### src/rtl/wisard_serial_deser.sv
// wisard_serial_deser: serial lane deserializer that turns beats into framed per-RAM address words
module wisard_serial_deser #(
    parameter int ADDRESS_WIDTH = 16,
    parameter int INDEX_WIDTH   = 8,
    parameter int N_RAMS        = 64,
    parameter int LANES         = 1,
    parameter int QUALIFIED     = 0,
    parameter int MSB_FIRST     = 0
) (
    input  logic                     clk,
    input  logic                     rst_n,
    input  logic                     sink_sop,
    input  logic                     sink_valid,
    input  logic                     sink_eop,
    input  logic [LANES-1:0]         sink_data,
    output logic                     source_sop,
    output logic                     source_valid,
    output logic                     source_eop,
    output logic [ADDRESS_WIDTH-1:0] source_addr,
    output logic [INDEX_WIDTH-1:0]   source_index,
    output logic                     frame_err,
    output logic                     busy
);
    localparam int BEATS = ADDRESS_WIDTH / LANES;
    localparam int BW = BEATS > 1 ? $clog2(BEATS) : 1;
    localparam logic [BW-1:0] LAST_BEAT = BW'(BEATS - 1);
    localparam logic [INDEX_WIDTH-1:0] LAST_WORD = INDEX_WIDTH'(N_RAMS - 1);

    typedef enum logic [1:0] {IDLE, SHIFT, NEXT, EOP_WAIT} state_t;

    state_t                   state;
    logic [BW-1:0]            beat, beat_sel, slot;
    logic [INDEX_WIDTH-1:0]   word, word_sel;
    logic [ADDRESS_WIDTH-1:0] acc, asm_addr;
    logic                     start, bad_eop, take, err;

    always_comb begin
        start    = sink_valid & sink_sop;
        bad_eop  = sink_eop & (state != EOP_WAIT);
        take     = start | (!bad_eop & ((state == SHIFT & (sink_valid == (QUALIFIED != 0)))
                                      | (state == NEXT & sink_valid)));
        err      = start ? (state != IDLE) | sink_eop
                         : bad_eop | (state == IDLE & sink_valid)
                           | (state == SHIFT & QUALIFIED == 0 & sink_valid)
                           | (state == EOP_WAIT & !sink_eop);
        beat_sel = start ? '0 : beat;
        word_sel = start ? '0 : word;
        slot     = MSB_FIRST != 0 ? LAST_BEAT - beat_sel : beat_sel;
        asm_addr = acc;
        asm_addr[slot*LANES +: LANES] = sink_data;
    end

    always_ff @(posedge clk) begin
        if (!rst_n) begin
            state        <= IDLE;
            beat         <= '0;
            word         <= '0;
            acc          <= '0;
            source_sop   <= 1'b0;
            source_valid <= 1'b0;
            source_eop   <= 1'b0;
            source_addr  <= '0;
            source_index <= '0;
            frame_err    <= 1'b0;
            busy         <= 1'b0;
        end else begin
            source_sop   <= 1'b0;
            source_valid <= 1'b0;
            source_eop   <= 1'b0;
            source_addr  <= '0;
            source_index <= '0;
            frame_err    <= err;
            if (take) begin
                acc  <= asm_addr;
                busy <= 1'b1;
                word <= word_sel;
                if (beat_sel == LAST_BEAT) begin
                    source_valid <= 1'b1;
                    source_addr  <= asm_addr;
                    source_index <= word_sel;
                    source_sop   <= word_sel == '0;
                    source_eop   <= word_sel == LAST_WORD;
                    beat         <= '0;
                    state        <= word_sel == LAST_WORD ? EOP_WAIT : NEXT;
                    if (word_sel != LAST_WORD)
                        word <= word_sel + 1'b1;
                end else begin
                    beat  <= beat_sel + 1'b1;
                    state <= SHIFT;
                end
            end else if (err || state == EOP_WAIT) begin
                state <= IDLE;
                beat  <= '0;
                word  <= '0;
                busy  <= 1'b0;
            end
        end
    end
endmodule
### config.mk
export PLATFORM = sky130hd
export DESIGN_NAME = wisard_serial_deser
export DESIGN_NICKNAME = d
export VERILOG_FILES = /design/src/rtl/wisard_serial_deser.sv
export SDC_FILE = /design/constraint.sdc
export NUM_CORES = 1
export LEC_CHECK = 0
export ABC_AREA = 1
export CAP_MARGIN = 20
export CORE_ASPECT_RATIO = 0.6
export CORE_UTILIZATION = 55
export DETAILED_ROUTE_END_ITERATION = 16
export PLACE_DENSITY = 0.79
export SYNTH_ARGS = -nofsm -noshare
export SYNTH_HDL_FRONTEND = slang
export SYNTH_SLANG_ARGS = --single-unit
### constraint.sdc
create_clock -name clk -period 3.5 [get_ports clk]
set_input_delay 0.7 -clock clk [delete_from_list [all_inputs] [get_ports clk]]
set_output_delay 0.7 -clock clk [all_outputs]
set_load 0.005 [all_outputs]
---- After elaboration in Yosys (flattened, before gate mapping) ----
Cells that the tools add are included.
operators by class
  add/subtract/negate cells ............... 3
  equal/unequal tests ..................... 7
  shift-type cells ........................ 2
  mux-type cells .......................... 18
  bitwise operators ....................... 15
  reductions and logical operators ........ 9
operator list
  operator                                               number
  two-way mux 8 bit                                      5
  negation 4 -> 34 bit                                   1
  variable shift 1 x 34 -> 16 bit, first input constant  1
  variable part select 1 x 34 -> 16 bit                  1
  bitwise mux 16 bit                                     1
  two-way mux 4 bit                                      4
  adder 8 x 1 -> 8 bit, second input constant            1
  bitwise AND 1 bit                                      8
  equality test 8 x 6 -> 1 bit, second input constant    1
  zero test 8 bit                                        1
  != test 8 x 6 -> 1 bit, second input constant          1
  two-way mux 2 bit                                      3
  OR 1 bit                                               6
  two-way mux 1 bit                                      5
  adder 4 x 1 -> 4 bit, second input constant            1
  equality test 2 bit, second input constant             2
  equality test 4 bit, second input constant             1
  nonzero test 2 bit                                     2
  AND reduction 3 bit                                    1
  equality test 2 x 1 -> 1 bit, second input constant    1
  zero test 1 bit                                        2
  zero test 2 bit                                        1
  != test 2 bit, second input constant                   1
  AND reduction 2 bit                                    1
  2 further kinds                                        2
storage, ports and cells
  flip-flop bits (word level) ............. 59
  input bits .............................. 6
  output and inout port bits .............. 29
  word-level logic and storage cells ...... 65

---- Longest topological paths before layout ----
  depth after elaboration ................. 9
  depth in mapped cells ................... 16
  depth with buffers taken out ............ 14

---- Worst setup path after synthesis ----
Ideal clock, no wire load.
  path type ............................... in2reg
  start ................................... in sink_sop
  end ..................................... reg acc[0]
  setup time .............................. 130 ps
  arrival time ............................ 2125 ps
  required time ........................... 3370 ps
  path slack .............................. 1245 ps
  cell stages on the path ................. 13
  path buffers ............................ 2
  cells stage by stage .................... nand2_2 > buf_8 > nand2_4 > nand2_1 > inv_1 > ha_1 > buf_4 > nor3_1 > nand3_2 > nor2_2 > nand2_1 > o21ai_2 > a21oi_1
on the way
  longest elaborated chain between the ends .. 5
  elaborated cells on any way between the ends .. 7
  those cells by class .................... 1 x add/sub; 2 x shift; 2 x mux; 2 x bitwise
ends and longest elaborated chain
  element                                                                                   line  RTL
  start: declaration                                                                        12    input logic sink_sop,
  bitwise AND 1 bit *                                                                       38    start = sink_valid & sink_sop;
  two-way mux 4 bit                                                                         46    beat_sel = start ? '0 : beat;
  negation 4 -> 34 bit                                                                      50    asm_addr[slot*LANES +: LANES] = sink_data;
  variable part select 1 x 34 -> 16 bit or variable shift 1 x 34 -> 16 bit (tied branches)  50
  bitwise mux 16 bit                                                                        50
  end signal: assignment                                                                    74    acc <= asm_addr;
  end: declaration                                                                          34    logic [ADDRESS_WIDTH-1:0] acc, asm_addr;
Every way passes the cells marked *; elsewhere a longest branch is shown, timed or not.
A chain may end at the register's enable or synchronous reset.

---- Worst setup path in the final report ----
  start ................................... in sink_valid
  end ..................................... reg word[4]
on the way
  elaborated cells on any way between the ends .. 23
  those cells by class .................... 1 x add/sub; 2 x eq/ne; 6 x mux; 12 x bitwise; 2 x reduce/logical
RTL lines
  element                                                         line    RTL
  start: declaration                                              13      input logic sink_valid,
  bitwise AND 1 bit *                                             38
  two-way mux 8 bit *                                             47      word_sel = start ? '0 : word;
  net word_sel[0]                                                 33      logic [INDEX_WIDTH-1:0] word, word_sel;
  adder 8 x 1 -> 8 bit or != test 8 x 6 -> 1 bit (tied branches)  86, 85
  two-way mux 8 bit *                                             85      if (word_sel != LAST_WORD)
  two-way mux 8 bit *                                             77      if (beat_sel == LAST_BEAT) begin
  two-way mux 8 bit *                                             73      if (take) begin
  end signal: assignment                                          76      word <= word_sel;
  end signal: assignment                                          86      word <= word_sel + 1'b1;
  end: declaration                                                33
The timed path passes the listed nets; every way through them passes the cells marked *.

==> flow_metrics.tcl <==
set metrics [dict create \
    worstReg2RegStart "beat[2]" \
    cts.repair.resized 0 \
    synth_top_area_share_pct 40.92 \
    antennaDiodeCount 0 \
    antenna_found_initial 0 \
    ir_drop_mv 0.3125 \
    finalClockSkew_ns 0.007284 \
    hold_path_class "reg2reg" \
    cp.arrival_ns 3.10 \
    rsz0062_at_grt "no" \
    synth_top_cells_by_count "nand2_1, dfxtp_1, inv_1, nor2_2, nand3_1" \
    status "completed" \
    synth.avg_cell_area_um2 7.537 \
    drive_gt1_share_pct 20.33 \
    crit_fanout 14 \
    post_cts.repair.setup_buffers 0 \
    total_leakage_power_uw 0.001514 \
    drv_cap 0 \
    die_x_um 95.53 \
    ys_ff_latch 59 \
    ys_top_cells_by_area "dfxtp_1, nand2_1, nor2_2, inv_1, nand3_1" \
    final_hold_viol_count 0 \
    r2r_cells 11 \
    min_from "busy" \
    slew_headroom_pct 56.86 \
    grt_max_degree 38 \
    drt_iter0_drc 248 \
    slew_violations 0 \
    cts_sinks 59 \
    grt_pass1_vias 2414 \
    min_delay_path_depth 2 \
    nFillCells 379 \
    slowest_delay_ns 0.45 \
    port_buffers 34 \
    ant_nets 0 \
    io_pins 35 \
    min_period_ns 2.867 \
    placed_cells 475 \
    fin_cells 491 \
    cts_root_buffer "clkbuf_8" \
    netlist_area_um2 2887 \
    num_vias 2663 \
    pre_cts_slack_ns 0.3417 \
    startpoint_type "input port" \
    powerDensity_nw_per_um2 443.8 \
    fp.coreArea_um2 4802 \
    seq_area_frac_synth_pct 40.92 \
    yosysWarningCount 0 \
    crit_chain "clkdlybuf4s50_1, nand2_2, buf_4, inv_2, nor2_2, ha_1, nand2_1, nor2_2, nand3_2, nand2_2, inv_2, nand2_1, nand2_1, nand2_1, o21ai_1" \
    cts_tree "built" \
    rows 19 \
    drc_errors 0 \
    dpl.hpwl_um 4830 \
    nNetsFinal 436 \
    clock_path_buffers 2 \
    clock_latency_ns 0.34 \
    cp_common_cell "nand2_1" \
    grt_usage_pct 27.57 \
    synth.most_common_cell "nand2_1" \
    die_area_um2 5551 \
    synth-main-ff-cell "dfxtp_1" \
    grt_pass1_wl_um 11350 \
    totalWireLength_um 6797 \
    clkTransAtPathRegs_ns 0.06 \
    wl_per_cell_um 13.84 \
    cp.required_ns 3.74 \
    cts_buffers 9 \
    die_h_um 58.12 \
    routabilityCongestion 0.9292 \
    h-tree-depth 3 \
    synth_cell_types 32 \
    synth_edf_count 0 \
    cts_hold_buf 0 \
    viasPerCell 5.424 \
    start_util_pct 60.11 \
    critPathCaptureType "flip-flop" \
    setup_tns_ns 0 \
    finalSetupViolCount 0 \
    synthCells 383 \
    area.growth.synth_to_final_pct 20.89 \
    tightest_slew_ns 0.6465 \
    fmax_ghz 0.3488 \
    r2r_slack_ns 1.25 \
    holdPathEnd "busy" \
    setup_ws_ns 0.6328 \
    synth_top_area_cell "dfxtp_1" \
    syn-num-nets 396 \
    firstDrtPassIters 6 \
    crit_type "in2reg" \
    worstReg2RegEnd "acc[1]" \
    overflow 0 \
    timing.final.crit_share_pct 81.92 \
    async_flop_share_pct 0 \
    critical-path-slowest-cell "clkdlybuf4s50_1" \
]
## final cells by class
cell class | instances | area (um2) | share of cell area [%]
Clock buffer | 12 | 155.1 | 4.446
Clock inverter | 4 | 72.57 | 2.080
Inverter | 49 | 188.9 | 5.414
Multi-Input combinational cell | 262 | 1413 | 40.48
Sequential cell | 59 | 1181 | 33.85
Tap cell | 63 | 78.83 | 2.259
Timing Repair Buffer | 42 | 400.4 | 11.47
## through the flow
stage          total power [uW]  hold slack [ns]  area [um2]  utilization [%]
2_1_floorplan             824.7           0.4523        2887                -
3_3_place_gp              852.2           0.4559        3262            67.93
3_5_place_dp              858.5           0.4637        3262            67.93
4_1_cts                    1553           0.4724        3490            72.67
5_1_grt                    1603           0.5182        3490            72.67
6_report                   1549           0.4697        3490            72.67
## where the power goes
part           switching (uW)  internal, uW  leakage (uW)
Clock                     263           438      0.000113
Sequential               10.2           691      0.000479
Combinational            97.8          48.7      0.000922
## state kept, by name (all words and copies together) (netlist names)
signal	flops
acc	16
source_eop	1
beat	4
busy	1
source_addr	16
source_index	8
source_valid	1
source_sop	1
frame_err	1
word	8
state	2
## metal layers
| layer | wire (um) | up-vias | global-route usage, % |
|---|---|---|---|
| li1 | - | 1311 | - |
| met1 | 3020 | 1217 | 37.01 |
| met5 | 0 | - | 0 |
| met3 | 748 | 13 | 11.29 |
| met4 | 110 | 0 | 9.808 |
| met2 | 2917 | 122 | 39.90 |
## kinds of logic after synthesis
family          after synthesis  share of synthesized area, %
simple gates                194                         34.55
buf+inv                      62                         10.14
compound gates               60                         11.05
flops                        59                         40.92
fa+ha+maj                     7                         3.034
xor+xnor                      1                        0.3035
## critical path, delay by kind of cell
kind / cells / cell delay, ns
simple gates: 9 / 1.27
buf+inv: 4 / 0.87
fa+ha+maj: 1 / 0.20
compound gates: 1 / 0.05
## how the worst max path moves through the flow
| stage | endpoint | slack (ns) | from |
|---|---|---|---|
| finish | word[4] | 0.63 | sink_valid |
| global route | word[0] | 0.46 | sink_valid |
| CTS | word[4] | 0.66 | sink_valid |
| detailed placement | word[4] | 0.34 | sink_valid |
| global placement | word[4] | 0.46 | sink_valid |
| floorplan | acc[0] | 1.24 | sink_sop |
## layout by cell type, fill, tap and decap left out, types with 5 or more instances in the layout
cell,Yosys,layout
nand2_4,6,6
buf_4,2,8
nand4_1,6,6
inv_2,5,5
a21oi_1,20,20
nor2_1,26,26
nand2_1,75,75
dfxtp_1,59,59
inv_1,41,41
nand2_2,9,9
o21ai_0,18,18
nor3_1,5,5
nand3_2,6,6
o21ai_1,16,16
nand3_1,28,28
clkbuf_8,0,11
clkdlybuf4s50_1,0,34
nor2_2,30,30
ha_1,7,7
Power figures use the tool's default switching activity.
